$ cat src/rtl/bishift_pkg.sv
// Shared definitions for the bidirectional serial link (transmitter and receiver sides).
// Optional parity support is selected with BISHIFT_PISO_PARITY_EN in the users of this package.
package bishift_pkg;

  typedef enum logic [1:0] {
    ST_IDLE  = 2'd0,
    ST_SHIFT = 2'd1,
    ST_PAR   = 2'd2
  } state_t;

  localparam logic DIR_MSB_FIRST = 1'b0;
  localparam logic DIR_LSB_FIRST = 1'b1;

endpackage

$ cat src/rtl/bishift_bit_counter.sv
// Modulo-WIDTH bit counter with clear and terminal-count flag; shared by the TX and RX sides.
module bishift_bit_counter #(
  parameter int WIDTH = 4
) (
  input  logic clk,
  input  logic rst,
  input  logic en,
  input  logic clr,
  output logic tc
);

  localparam int CW = $clog2(WIDTH);

  logic [CW-1:0] cnt_q;
  logic [CW-1:0] cnt_d;

  assign tc = (cnt_q == CW'(WIDTH - 1));

  // Explicit wrap so non-power-of-two widths still count modulo WIDTH.
  always_comb begin
    cnt_d = cnt_q;
    if (clr) begin
      cnt_d = '0;
    end else if (en) begin
      cnt_d = tc ? '0 : cnt_q + 1'b1;
    end
  end

  always_ff @(posedge clk or negedge rst) begin
    if (!rst) begin
      cnt_q <= '0;
    end else begin
      cnt_q <= cnt_d;
    end
  end

endmodule

$ cat src/rtl/bishift_piso_tx.sv
// Parallel-in serial-out transmitter, MSB- or LSB-first per word, with a done pulse per word.
// Define BISHIFT_PISO_PARITY_EN to append an even-parity bit after each word.
module bishift_piso_tx
  import bishift_pkg::*;
#(
  parameter int WIDTH = 4
) (
  input  logic             clk,
  input  logic             rst,
  input  logic             en,
  input  logic             load_valid,
  output logic             load_ready,
  input  logic [WIDTH-1:0] din,
  input  logic             dir,
  output logic             sout,
  output logic             sout_valid,
  output logic             busy,
  output logic             done
);

  state_t           state_q, state_d;
  logic [WIDTH-1:0] shreg_q, shreg_d;
  logic             dir_q, dir_d;
  logic             sout_q, sout_d;
  logic             done_q, done_d;
  logic             load_fire;
  logic             cnt_en;
  logic             cnt_tc;
`ifdef BISHIFT_PISO_PARITY_EN
  logic             parity_q, parity_d;
`endif

  assign load_ready = (state_q == ST_IDLE);
  assign busy       = (state_q != ST_IDLE);
  assign sout_valid = busy;
  assign sout       = sout_q;
  assign done       = done_q;
  assign load_fire  = en & load_valid & load_ready;
  assign cnt_en     = en & (state_q == ST_SHIFT);

  bishift_bit_counter #(
    .WIDTH (WIDTH)
  ) u_bit_counter (
    .clk (clk),
    .rst (rst),
    .en  (cnt_en),
    .clr (load_fire),
    .tc  (cnt_tc)
  );

  // The first bit is presented straight from din on the load edge, so shreg
  // always holds the bits still to be sent, pre-aligned to the output end.
  always_comb begin
    state_d  = state_q;
    shreg_d  = shreg_q;
    dir_d    = dir_q;
    sout_d   = sout_q;
    done_d   = 1'b0;
`ifdef BISHIFT_PISO_PARITY_EN
    parity_d = parity_q;
`endif
    if (en) begin
      case (state_q)
        ST_IDLE: begin
          if (load_valid) begin
            state_d = ST_SHIFT;
            dir_d   = dir;
`ifdef BISHIFT_PISO_PARITY_EN
            parity_d = ^din;
`endif
            if (dir == DIR_LSB_FIRST) begin
              sout_d  = din[0];
              shreg_d = {1'b0, din[WIDTH-1:1]};
            end else begin
              sout_d  = din[WIDTH-1];
              shreg_d = {din[WIDTH-2:0], 1'b0};
            end
          end
        end
        ST_SHIFT: begin
          if (cnt_tc) begin
`ifdef BISHIFT_PISO_PARITY_EN
            state_d = ST_PAR;
            sout_d  = parity_q;
`else
            state_d = ST_IDLE;
            sout_d  = 1'b0;
            done_d  = 1'b1;
`endif
          end else if (dir_q == DIR_LSB_FIRST) begin
            sout_d  = shreg_q[0];
            shreg_d = {1'b0, shreg_q[WIDTH-1:1]};
          end else begin
            sout_d  = shreg_q[WIDTH-1];
            shreg_d = {shreg_q[WIDTH-2:0], 1'b0};
          end
        end
`ifdef BISHIFT_PISO_PARITY_EN
        ST_PAR: begin
          state_d = ST_IDLE;
          sout_d  = 1'b0;
          done_d  = 1'b1;
        end
`endif
        default: begin
          state_d = ST_IDLE;
        end
      endcase
    end
  end

  always_ff @(posedge clk or negedge rst) begin
    if (!rst) begin
      state_q  <= ST_IDLE;
      shreg_q  <= '0;
      dir_q    <= DIR_MSB_FIRST;
      sout_q   <= 1'b0;
      done_q   <= 1'b0;
`ifdef BISHIFT_PISO_PARITY_EN
      parity_q <= 1'b0;
`endif
    end else begin
      state_q  <= state_d;
      shreg_q  <= shreg_d;
      dir_q    <= dir_d;
      sout_q   <= sout_d;
      done_q   <= done_d;
`ifdef BISHIFT_PISO_PARITY_EN
      parity_q <= parity_d;
`endif
    end
  end

endmodule

$ cat config.mk
export PLATFORM = sky130hd
export DESIGN_NAME = bishift_piso_tx
export DESIGN_NICKNAME = d
export VERILOG_FILES = /design/src/rtl/bishift_pkg.sv /design/src/rtl/bishift_bit_counter.sv /design/src/rtl/bishift_piso_tx.sv
export SDC_FILE = /design/constraint.sdc
export NUM_CORES = 1
export LEC_CHECK = 0
export ABC_AREA = 1
export CAP_MARGIN = 25
export CORE_MARGIN = 4
export CORE_UTILIZATION = 40
export DETAILED_ROUTE_END_ITERATION = 16
export GPL_TIMING_DRIVEN = 0
export PLACE_DENSITY = 0.73
export SLEW_MARGIN = 10
export SYNTH_ARGS = -nofsm -noshare
export SYNTH_HDL_FRONTEND = slang
export SYNTH_SLANG_ARGS = --single-unit
$ cat constraint.sdc
create_clock -name clk -period 1.4 [get_ports clk]
set_input_delay 0.35 -clock clk [delete_from_list [all_inputs] [get_ports clk]]
set_output_delay 0.35 -clock clk [all_outputs]
set_load 0.005 [all_outputs]
==> impl_table.tex <==
\begin{tabular}{lr}
\hline
Metric & Value \\
\hline
\multicolumn{2}{l}{\textbf{Die}} \\
Floorplan die area & 2220 um\^{}2 \\
IO Count & 14 \\
Initial Util & 0.447 \\
Area of the placeable core & 1370 um\^{}2 \\
Number of cell rows & 13 \\
Die extent in y & 47.1 um \\
DIE WIDTH & 47.1 um \\
\multicolumn{2}{l}{\textbf{Placed design}} \\
Pre-CTS WS & -87.5 ps \\
Number of port buffers & 13 \\
Detail Placement HPWL & 954 um \\
Routability congestion estimate from global placement & 0.729 \\
\multicolumn{2}{l}{\textbf{Logic synthesis}} \\
Unique masters post-synth & 15 \\
Sequential fraction of the synthesis area & 0.410 \\
Synth Area per Inst & 7.10 um\^{}2 \\
Total standard cell area after synthesis & 611 um\^{}2 \\
Synth Instances & 86 \\
Number of nets produced by synthesis & 97 \\
Synthesis-stage register bit count & 10 \\
Warnings, synthesis & 0 \\
\multicolumn{2}{l}{\textbf{Critical path}} \\
Critical Setup Path Class & reg -> out \\
CP Cell Sequence & buf\_6 -> buf\_4 -> buf\_2 \\
Critical Path Max Stage Delay & 390 ps \\
Capturing element type of the critical path & output pin \\
Biggest fanout along the worst timing path & 2 \\
Worst endpoint required time & 1050 ps \\
Worst reg2reg setup slack & 140 ps \\
CP delay by family, top & flip-flops \\
Crit path max-delay cell type & sky130\_fd\_sc\_hd\_\_dfrtp\_1 \\
Arrival time at the worst endpoint & 1000 ps \\
Worst path buffer plus inverter count & 3 \\
Startpoint kind of the worst setup timing path & flop \\
\multicolumn{2}{l}{\textbf{Global routing}} \\
Wire length of the first global-routing pass & 2.25 mm \\
GRT Total Usage & 0.148 \\
Global-route met3 utilization & 0.0230 \\
Vias in the first global route & 557 \\
M2 GR Usage & 0.233 \\
Largest net degree at the start of global routing & 11 \\
Antenna violations before repair & 0 \\
Most heavily used metal layer in global routing & met2 \\
Met1 demand-to-capacity share in global routing & 0.186 \\
Gr ovfl total & 0 \\
\multicolumn{2}{l}{\textbf{Clock network}} \\
CTS tree & yes \\
Hold-fix buffers at CTS & 0 \\
Clock root cell & sky130\_fd\_sc\_hd\_\_clkbuf\_4 \\
Deepest level of the CTS H-tree & 1 \\
Clock input transition at the sequential cells of the worst setup and hold paths & 70 ps \\
Number of CTS-inserted buffers & 3 \\
Sink Count & 10 \\
Max Buffers Root-to-Sink & 2 \\
Latest clock arrival within the worst-skew pair & 270 ps \\
\multicolumn{2}{l}{\textbf{Final layout}} \\
Most common cell after layout, fill and taps aside & sky130\_fd\_sc\_hd\_\_nand2\_1 \\
Syn-to-layout area delta & 33.4\% \\
Commonest cells after routing, fill and taps aside & sky130\_fd\_sc\_hd\_\_nand2\_1 (35), sky130\_fd\_sc\_hd\_\_inv\_1 (13), sky130\_fd\_sc\_hd\_\_nand3\_1 (11) \\
Final-stage net count & 118 \\
Share of layout cells above drive strength 1 & 0.170 \\
Antenna fix cells & 0 \\
\multicolumn{2}{l}{\textbf{Outcome}} \\
Outcome & complete, no violations \\
\multicolumn{2}{l}{\textbf{Flow run}} \\
Number of maximum-capacitance violations & 0 \\
\multicolumn{2}{l}{\textbf{Power and ir drop}} \\
Maximum vdd ir drop & 0.000983 V \\
Leakage power figure & 0.461 nW \\
Areal power density over the cells & 1980 nW/um\^{}2 \\
\multicolumn{2}{l}{\textbf{Detailed routing}} \\
Initial detailed-routing violation count & 7 \\
Number of routed nets with antenna violations & 0 \\
Post-DR vias/cell & 4.74 \\
Pre-antenna DRT Iters & 4 \\
Via count & 573 \\
Per-cell routed wire length & 10.4 um \\
Wire length after detailed routing & 1.26 mm \\
Residual DRC & 0 \\
\multicolumn{2}{l}{\textbf{STA}} \\
RSZ-0062 raised after global routing & no \\
Crit path time final & 1350 ps \\
Final Slew Violations & 0 \\
Actual slew at the worst max-slew pin & 460 ps \\
Slew headroom & 0.692 \\
Highest clock rate & 742 MHz \\
Final setup TNS & 0 ps \\
Final setup violation count & 0 \\
Clock skew & 1.03 ps \\
Setup slack of the critical path after layout & 52.4 ps \\
Period utilization & 0.963 \\
Final Hold Viols & 0 \\
\multicolumn{2}{l}{\textbf{Hold path}} \\
Hold Crit Class & in -> async \\
\hline
\end{tabular}
layout make-up:
class	count	area, um^2
clock buffers	4	36.3
inverters	16	67.6
repair buffers	17	158
well taps	15	18.8
plain buffers	1	7.51
fillers	143	552
flip-flops and latches	10	250
multi-input cells	58	277
metrics by stage:
step	power, mW	hold slack, ps	std cells	instance area, um^2	utilization
after floorplan	1.04	54.4	86	611	-
after global placement	1.28	466	114	759	0.556
after detailed placement	1.31	477	114	759	0.556
after CTS	1.60	414	120	806	0.590
after global routing	1.78	420	121	815	0.596
final	1.62	398	121	815	0.596
state kept, by name (all words and copies together), names as in the netlist:
name / count
sout: 1
shreg_q: 4
done: 1
u_bit_counter.cnt_q: 2
state_q: 1
dir_q: 1
power breakdown:
part | internal [mW] | switching, mW
Combinational | 0.393 | 0.454
Clock | 0.158 | 0.107
Sequential | 0.411 | 0.0931
repair_timing:
action	CTS	global route
setup endpoints to repair	5	3
setup buffers	2	2
resized for setup	13	2
synth_stat cells:
cell type	instances	area (um^2)
sky130_fd_sc_hd__nand3_1	11	55.1
sky130_fd_sc_hd__o22ai_1	1	6.26
sky130_fd_sc_hd__ha_1	2	25.0
sky130_fd_sc_hd__inv_2	2	7.51
sky130_fd_sc_hd__inv_1	13	48.8
sky130_fd_sc_hd__nor2_1	1	3.75
sky130_fd_sc_hd__inv_6	1	8.76
sky130_fd_sc_hd__nand2_2	2	12.5
sky130_fd_sc_hd__nand2_1	35	131
sky130_fd_sc_hd__dfrtp_1	10	250
sky130_fd_sc_hd__o21ai_0	4	20.0
sky130_fd_sc_hd__nor2_4	1	11.3
sky130_fd_sc_hd__buf_4	1	7.51
sky130_fd_sc_hd__buf_6	1	11.3
sky130_fd_sc_hd__nand2_4	1	11.3
routing by layer:
layer / vias up / wire (um)
met3: 4 / 56
met4: 0 / 36
met5: - / 0
li1: 300 / -
met2: 19 / 570
met1: 250 / 597
cells by family after synthesis:
| family | Yosys count | synth area share |
|---|---|---|
| buf+inv | 18 | 0.137 |
| flops | 10 | 0.410 |
| fa+ha+maj | 2 | 0.0410 |
| compound gates | 5 | 0.0430 |
| simple gates | 51 | 0.369 |
final timing paths:
check	startpoint	end	cells after the start
min in group clk	sout	sout	2
max	state_q[0]	sout_valid	3
max in group asynchronous	rst	shreg_q[2]	1
min	rst	u_bit_counter.cnt_q[0]	1
min reg2reg	sout	sout	2
max reg2reg	state_q[0]	shreg_q[1]	9
worst reg2reg max path: cells and delay by family (launching register included):
kind / cells / cell delay, ps
buf+inv: 4 / 420
flops: 1 / 360
simple gates: 5 / 370
Note: power is estimated with default switching activity, not from simulation.
